===== src/rtl/wd_session_ctrl.sv =====
// Watchdog session controller: counts 100 ms ticks from arm/kick toward expiry, with a warning window.
// Optional macro WDSESS_AUTORELOAD_EN: EXPIRED lasts one cycle, then the session re-arms automatically.
module wd_session_ctrl #(
  parameter int TIMEOUT_TICKS = 50,
  parameter int WARN_TICKS    = 20,
  parameter int CNT_W         = 8
) (
  input  logic             i_clk,
  input  logic             i_rst,
  input  logic             i_tick_100ms,
  input  logic             i_arm,
  input  logic             i_kick,
  input  logic             i_disarm,
  output logic             o_count_en,
  output logic             o_warn,
  output logic             o_expired,
  output logic             o_expire_pulse,
  output logic [CNT_W-1:0] o_remaining
);

  // state     | meaning
  // S_IDLE    | no session, timer chain stopped
  // S_ARMED   | session running, above the warning threshold
  // S_WARN    | session running, inside the warning window
  // S_EXPIRED | session timed out, waiting for disarm (or auto re-arm)
  typedef enum logic [2:0] {
    S_IDLE    = 3'd0,
    S_ARMED   = 3'd1,
    S_WARN    = 3'd2,
    S_EXPIRED = 3'd3
  } state_t;

  localparam logic [CNT_W-1:0] LP_TIMEOUT = CNT_W'(TIMEOUT_TICKS);
  localparam logic [CNT_W-1:0] LP_WARN    = CNT_W'(WARN_TICKS);
  localparam logic [CNT_W-1:0] LP_ONE     = CNT_W'(1);

  state_t           r_state;
  logic [CNT_W-1:0] r_remaining;
  logic             r_count_en;
  logic             r_warn;
  logic             r_expired;
  logic             r_expire_pulse;

  state_t           w_state_nxt;
  logic [CNT_W-1:0] w_remaining_nxt;
  logic [CNT_W-1:0] w_dec;
  logic             w_reload_kick;

  assign w_dec = r_remaining - LP_ONE;

  always_comb begin
    w_state_nxt     = r_state;
    w_remaining_nxt = r_remaining;
    w_reload_kick   = 1'b0;
    case (r_state)
      S_IDLE: begin
        // kick outranks arm even though IDLE ignores it, so kick+arm does not start a session
        if (i_arm && !i_disarm && !i_kick) begin
          w_state_nxt     = S_ARMED;
          w_remaining_nxt = LP_TIMEOUT;
        end
      end
      S_ARMED: begin
        if (i_disarm) begin
          w_state_nxt     = S_IDLE;
          w_remaining_nxt = '0;
        end else if (i_kick) begin
          w_remaining_nxt = LP_TIMEOUT;
          w_reload_kick   = 1'b1;
        end else if (i_arm) begin
          w_state_nxt = S_ARMED;
        end else if (i_tick_100ms) begin
          w_remaining_nxt = w_dec;
          if (w_dec == LP_WARN) w_state_nxt = S_WARN;
        end
      end
      S_WARN: begin
        if (i_disarm) begin
          w_state_nxt     = S_IDLE;
          w_remaining_nxt = '0;
        end else if (i_kick) begin
          w_state_nxt     = S_ARMED;
          w_remaining_nxt = LP_TIMEOUT;
          w_reload_kick   = 1'b1;
        end else if (i_arm) begin
          w_state_nxt = S_WARN;
        end else if (i_tick_100ms) begin
          if (r_remaining == LP_ONE) begin
            w_state_nxt     = S_EXPIRED;
            w_remaining_nxt = '0;
          end else begin
            w_remaining_nxt = w_dec;
          end
        end
      end
      S_EXPIRED: begin
        if (i_disarm) begin
          w_state_nxt     = S_IDLE;
          w_remaining_nxt = '0;
        end else begin
`ifdef WDSESS_AUTORELOAD_EN
          w_state_nxt     = S_ARMED;
          w_remaining_nxt = LP_TIMEOUT;
`else
          w_state_nxt     = S_EXPIRED;
`endif
        end
      end
      default: begin
        w_state_nxt     = S_IDLE;
        w_remaining_nxt = '0;
      end
    endcase
  end

  // Outputs are registered from the next state; a kick holds count_en low for one cycle to restart the chain.
  always_ff @(posedge i_clk or posedge i_rst) begin
    if (i_rst) begin
      r_state        <= S_IDLE;
      r_remaining    <= '0;
      r_count_en     <= 1'b0;
      r_warn         <= 1'b0;
      r_expired      <= 1'b0;
      r_expire_pulse <= 1'b0;
    end else begin
      r_state        <= w_state_nxt;
      r_remaining    <= w_remaining_nxt;
      r_count_en     <= ((w_state_nxt == S_ARMED) || (w_state_nxt == S_WARN)) && !w_reload_kick;
      r_warn         <= (w_state_nxt == S_WARN);
      r_expired      <= (w_state_nxt == S_EXPIRED);
      r_expire_pulse <= (w_state_nxt == S_EXPIRED) && (r_state != S_EXPIRED);
    end
  end

  assign o_count_en     = r_count_en;
  assign o_warn         = r_warn;
  assign o_expired      = r_expired;
  assign o_expire_pulse = r_expire_pulse;
  assign o_remaining    = r_remaining;

endmodule


===== config.mk =====
export PLATFORM = sky130hd
export DESIGN_NAME = wd_session_ctrl
export DESIGN_NICKNAME = d
export VERILOG_FILES = /design/src/rtl/wd_session_ctrl.sv
export SDC_FILE = /design/constraint.sdc
export NUM_CORES = 1
export LEC_CHECK = 0
export CAP_MARGIN = 20
export CORE_MARGIN = 5
export CORE_UTILIZATION = 50
export DETAILED_ROUTE_END_ITERATION = 8
export MAX_ROUTING_LAYER = met4
export PLACE_DENSITY = 0.77
export SLEW_MARGIN = 5
export SYNTH_ARGS = -nofsm -noshare
export SYNTH_HDL_FRONTEND = slang
export SYNTH_SLANG_ARGS = --single-unit

===== constraint.sdc =====
create_clock -name i_clk -period 2.1 [get_ports i_clk]
set_clock_uncertainty 0.1 [all_clocks]
set_input_delay 0.63 -clock i_clk [delete_from_list [all_inputs] [get_ports i_clk]]
set_output_delay 0.63 -clock i_clk [all_outputs]
set_load 0.02 [all_outputs]

==> run_results.csv, run 1 <==
group,metric,value,unit
clock_network,cts_tree,"built",
timing,finalSetupViolCount,0,
layout,multi_input_area,553,sq um
layout,seq_area,375,sq um
yosys,synth_top_family_by_area,"simple AND/OR/NAND/NOR gates",
yosys,ys_seq_elements,15,
routing,via_count,929,
yosys,synthSimpleGateAreaFrac,24.2,%
yosys,synth-xor-area-share,4.59,%
yosys,muxShareOfSynthArea,0,%
layout,layout_commonest_cell,"dfrtp_1",
yosys,ys_async_sr_fraction,100,%
routing,post-route-drc-count,0,
hold_path,hold-path-cell-count,2,
yosys,synth_edf_count,0,
clock_network,cts.clk_slew.worst_paths,0.10,ns
yosys,synth_fa_ha_area_share,3.93,%
floorplan,fp.dieW,53.7,um
global_routing,grt_use_total,20.1,%
timing,period_minus_slack,2.06,ns
timing,slew_headroom,60.8,%
pwr,power,0.658,mW
yosys,synth_flop_cell,"dfrtp_1",
routing,drt-initial-drc-count,33,
hold_path,hold_path_class,"flip-flop to flip-flop",
global_routing,grt_pass1_vias,892,
pwr,ir_drop,0.485,mV
worst_setup_path,critPathMaxStageDelay,0.62,ns
timing,final_critical_path_setup_slack,0.0438,ns
worst_setup_path,cp.arrival,1.33,ns
timing,hold_violations,0,
pwr,p_leak,0.626,nW
place,place_ws,-0.304,ns
pwr,power_density,507,mW/mm^2
layout,fin_nets,146,
routing,viasPerCell,5.77,
yosys,synth_nets,114,
layout,nFillCells,148,
yosys,yosysWarnings,0,
yosys,synth_compound_area_share,22.0,%
clock_network,htree_levels,1,
worst_setup_path,timing.reg2reg.setup_slack,0.09,ns
global_routing,grtUsageMet3,4.99,%
worst_setup_path,crit_path_cell_trace,"clkdlybuf4s50_1",
worst_setup_path,critPathLaunchType,"flip-flop",
floorplan,die-height,53.7,um
yosys,syn_area,955,sq um
layout,area_delta_synth_final,36.0,%
global_routing,grt_overflow,0,
hold_path,min_from,"o_remaining[6]",
worst_setup_path,worstPathRequired,1.37,ns
yosys,syn_avg_cell_area,9.09,sq um
worst_setup_path,r2r_start,"o_remaining[1]",
worst_setup_path,r2r_cells,7,
floorplan,ioPinCount,18,
routing,firstDrtPassIters,4,
global_routing,antenna_found_initial,0,
worst_setup_path,cp_max_fo,3,
clock_network,numCtsBuffers,3,
worst_setup_path,reg2reg_to,"o_warn",
worst_setup_path,cp_slowest_cell,"clkdlybuf4s50_1",
floorplan,start_util,54.1,%
worst_setup_path,critical_path_class,"flip-flop to primary output",
routing,antenna_left,0,
worst_setup_path,end_kind,"primary output",
worst_setup_path,cp.buffers_inverters,1,
timing,drv_slew,0,
timing,worst_slew_pin_slew,0.587,ns
global_routing,grtUsageMet2,32.1,%
place,dp_hpwl,1.85,mm
clock_network,post_cts_buffers,0,
place,placed_area,0.00124,sq mm
layout,layout-drive-gt1-share,21.3,%
global_routing,grt_start_max_net_pins,16,
place,port_buffers,17,
routing,drt-total-wl,2.52,mm
layout,n_antenna_cell,0,
routing,wl_per_cell,15.7,um
clock_network,clockBufferDepth,2,
clock_network,clock_sinks,15,
layout,fin_area,0.00130,sq mm
floorplan,rows,15,
layout,final_cell_mix,"dfrtp_1 (15), buf_4 (14), inv_1 (9)",
floorplan,core,0.00176,sq mm
yosys,syn_inst,105,
timing,min_period_over_period,97.9,%
hold_path,hold_path_end,"o_remaining[6]",
yosys,seq_area_frac_synth,39.3,%
clock_network,cts_root_buffer,"clkbuf_4",
clock_network,insertion_delay,0.29,ns
floorplan,dieArea,0.00288,sq mm
status,status,"completed",
worst_setup_path,crit_family,"buffers and inverters",
yosys,synth_cell_types,42,
job,cap_violations,0,
global_routing,grt_pass1_wl,3.96,mm
place,routabilityCongestion,0.851,
timing,fmax,486,MHz
global_routing,grt_most_used_layer,"met2",
global_routing,global_route.usage.met1,24.7,%
-- per-stage QoR --
stage / utilization [%] / TNS, ns / cells / hold slack, ns
detailed placement: 70.4 / -2.54 / 157 / 0.500
finish: 73.6 / 0 / 161 / 0.517
floorplan: - / 0 / 105 / 0.431
global route: 73.6 / -0.00856 / 161 / 0.551
global placement: 70.4 / -2.08 / 157 / 0.490
CTS: 71.6 / 0 / 161 / 0.520
-- kinds of logic (layout without fill, tap and decap cells) --
logic type | Yosys count | count (layout)
xor+xnor | 5 | 5
simple gates | 40 | 40
buf+inv | 13 | 44
fa+ha+maj | 3 | 3
compound gates | 28 | 28
flops | 15 | 15
other cells | 1 | 1
-- layer usage --
layer	wire length (um)	vias to the layer above
met5	0	-
li1	-	435
met1	1090	454
met4	46	0
met3	146	8
met2	1230	32
-- worst max path at each step --
stage / start / end / depth (start not counted) / slack (ns)
after global placement: i_kick / o_remaining[4] / 6 / -0.26
after CTS: o_remaining[1] / o_remaining[1] / 1 / 0.002
after floorplan: i_kick / o_remaining[1] / 7 / 0.03
final: o_remaining[3] / o_remaining[3] / 1 / 0.04
after detailed placement: i_kick / o_remaining[1] / 6 / -0.30
after global routing: i_arm / o_remaining[1] / 6 / -0.009
-- cell type report --
type | count | share of cell area, %
multi-input cells | 77 | 42.6
clock buffers | 4 | 2.02
inverters | 9 | 2.60
repair buffers | 31 | 21.5
well taps | 25 | 2.41
flip-flops and latches | 15 | 28.9
-- power by group --
group          switching [mW]  internal, mW
registers              0.0163         0.300
logic                  0.0851        0.0773
clock network           0.106        0.0740
total                   0.208         0.451
-- what timing repair did --
action	in CTS	in global routing
pin swaps	0	0
resized for setup	5	9
hold endpoints to repair	0	0
endpoints found under the setup margin	5	10
hold buffers	0	0
-- flip-flops by register name (all words and copies together), names as in the netlist --
signal,flops
o_expire_pulse,1
o_count_en,1
r_state,3
o_expired,1
o_warn,1
o_remaining,8
-- Yosys cell counts (2+ instances only) --
cell       number  area [sq um]
nand2b_1        5          31.3
o21ai_1         2          10.0
o21ai_2         2          17.5
a31oi_1         3          18.8
nor2b_1         2          12.5
xnor2_1         4          35.0
nor4_2          2          25.0
nor3_1          4          20.0
inv_1           9          33.8
ha_1            3          37.5
o31a_1          2          17.5
nor2_1          8          30.0
a21oi_1         2          10.0
buf_2           2          10.0
o21ai_0         2          10.0
o22ai_1         2          12.5
dfrtp_1        15           375
nand3_1         2          10.0
a2bb2oi_1       2          17.5
nand2_1         7          26.3
o22a_1          4          35.0
(Power assumes the default switching activity.)
==> run 2: changes to the inputs <==
Settings changed: GPL_TIMING_DRIVEN set to 0.
==> run_results.csv, run 2 (same netlist as run 1, synthesis figures left out) <==
group,metric,value,unit
routing,drt-initial-drc-count,14,
clock_network,clockBufferDepth,2,
hold_path,hold_path_class,"flip-flop to flip-flop",
place,routabilityCongestion,0.878,
clock_network,htree_levels,1,
timing,hold_violations,0,
worst_setup_path,cp_max_fo,2,
floorplan,fp.dieW,53.7,um
clock_network,clock_sinks,15,
pwr,ir_drop,0.385,mV
pwr,combPwrFrac,22.0,%
timing,finalSetupViolCount,0,
worst_setup_path,end_kind,"primary output",
clock_network,cts_root_buffer,"clkbuf_4",
routing,viasPerCell,5.40,
global_routing,grt_start_max_net_pins,16,
clock_network,cts.clk_slew.worst_paths,0.09,ns
pwr,p_leak,0.562,nW
worst_setup_path,reg2reg_to,"o_remaining[4]",
hold_path,hold_path_end,"o_remaining[6]",
worst_setup_path,worstPathRequired,1.37,ns
layout,fin_area,0.00119,sq mm
global_routing,grt_use_total,16.9,%
worst_setup_path,r2r_cells,5,
job,cap_violations,0,
worst_setup_path,r2r_start,"o_remaining[5]",
global_routing,antenna_found_initial,0,
floorplan,die-height,53.7,um
hold_path,hold-path-cell-count,2,
status,status,"completed",
timing,slew_headroom,62.6,%
pwr,power_density,521,mW/mm^2
worst_setup_path,crit_family,"buffers and inverters",
routing,wl_per_cell,13.2,um
layout,layout-drive-gt1-share,12.8,%
pwr,p_clk_share,26.9,%
routing,antenna_left,0,
clock_network,post_cts_buffers,0,
worst_setup_path,critPathMaxStageDelay,0.60,ns
timing,worst_slew_pin_slew,0.560,ns
routing,post-route-drc-count,0,
timing,fmax,507,MHz
timing,drv_slew,0,
timing,rsz0062_at_grt,"false",
place,placed_area,0.00115,sq mm
timing,min_period_over_period,93.9,%
floorplan,start_util,54.1,%
clock_network,insertion_delay,0.29,ns
routing,drt-total-wl,1.98,mm
floorplan,core,0.00176,sq mm
worst_setup_path,timing.reg2reg.setup_slack,0.14,ns
floorplan,rows,15,
pwr,intPower,0.432,mW
global_routing,grt_pass1_vias,766,
worst_setup_path,cp.buffers_inverters,1,
place,port_buffers,16,
clock_network,cts_tree,"built",
pwr,p_sw_share,30.3,%
layout,nFillCells,155,
global_routing,grt_overflow,0,
worst_setup_path,cp.arrival,1.24,ns
global_routing,grt_pass1_wl,3.38,mm
layout,area_delta_synth_final,24.5,%
worst_setup_path,cp_slowest_cell,"clkdlybuf4s50_1",
routing,firstDrtPassIters,4,
worst_setup_path,crit_path_cell_trace,"clkdlybuf4s50_1",
timing,period_minus_slack,1.97,ns
floorplan,dieArea,0.00288,sq mm
layout,final_cells,150,
floorplan,ioPinCount,18,
clock_network,numCtsBuffers,3,
worst_setup_path,critical_path_class,"flip-flop to primary output",
routing,via_count,810,
layout,final_cell_mix,"dfrtp_1 (15), inv_1 (9), nor2_1 (8)",
pwr,seqPwrFrac,51.1,%
timing,setup_tns,0,ns
worst_setup_path,critPathLaunchType,"flip-flop",
layout,n_antenna_cell,0,
layout,fin_nets,135,
layout,layout_commonest_cell,"dfrtp_1",
hold_path,min_from,"o_remaining[6]",
place,dp_cells,146,
pwr,p_sw,0.188,mW
layout,largest_reg_flops,8,
place,dp_hpwl,1.51,mm
## run 2: power by group through the flow
| stage | combinational, mW | clock [mW] | sequential [mW] |
|---|---|---|---|
| final | 0.136 | 0.167 | 0.317 |
| after global routing | 0.149 | 0.193 | 0.319 |
| after CTS | 0.137 | 0.176 | 0.316 |
| after detailed placement | 0.138 | 0 | 0.321 |
| after global placement | 0.137 | 0 | 0.321 |
| after floorplan | 0.0830 | 0 | 0.331 |
## run 2: how the worst max path moves through the flow
stage	end	slack (ns)	depth (start not counted)	from
floorplan	o_remaining[1]	0.03	7	i_kick
global placement	o_remaining[4]	-0.46	7	i_arm
detailed placement	o_remaining[5]	-0.48	7	i_arm
CTS	o_remaining[5]	0.002	1	o_remaining[5]
global route	r_state[0]	0.02	7	o_remaining[0]
finish	o_remaining[3]	0.13	1	o_remaining[3]
## run 2: cell type report
type,count,area (sq um),share of cell area [%]
buffer,4,21.3,1.79
clock buffer,3,22.5,1.89
clock inverter,1,5.00,0.421
inverter,9,33.8,2.84
multi-input combinational,77,539,45.4
sequential,15,375,31.6
tap,25,31.3,2.63
timing repair buffer,16,160,13.5
## run 2: what timing repair did
action                     4_1_cts  5_1_grt
setup endpoints to repair        8        5
pin swaps                        0        0
hold buffers                     0        0
gates resized for setup          8        4
## run 2: per-layer routing
metal  share of wire [%]  up-vias  global-route usage, %  routed length, um
met3                 4.6        7                   3.60                 91
li1                    -      414                      -                  -
met2                  42       22                   23.4                829
met4                 3.4        0                   10.6                 67
met5                   0        -                      -                  0
met1                  50      367                   22.1                987
## run 2: stage by stage
stage / utilization, % / setup WS [ns] / total power, mW / hold slack (ns)
3_5_place_dp: 65.0 / -0.479 / 0.460 / 0.487
5_1_grt: 67.4 / 0.0164 / 0.661 / 0.524
3_3_place_gp: 65.0 / -0.461 / 0.458 / 0.480
4_1_cts: 66.5 / 0.00189 / 0.629 / 0.507
6_report: 67.4 / 0.129 / 0.620 / 0.500
2_1_floorplan: - / 0.0305 / 0.414 / 0.431
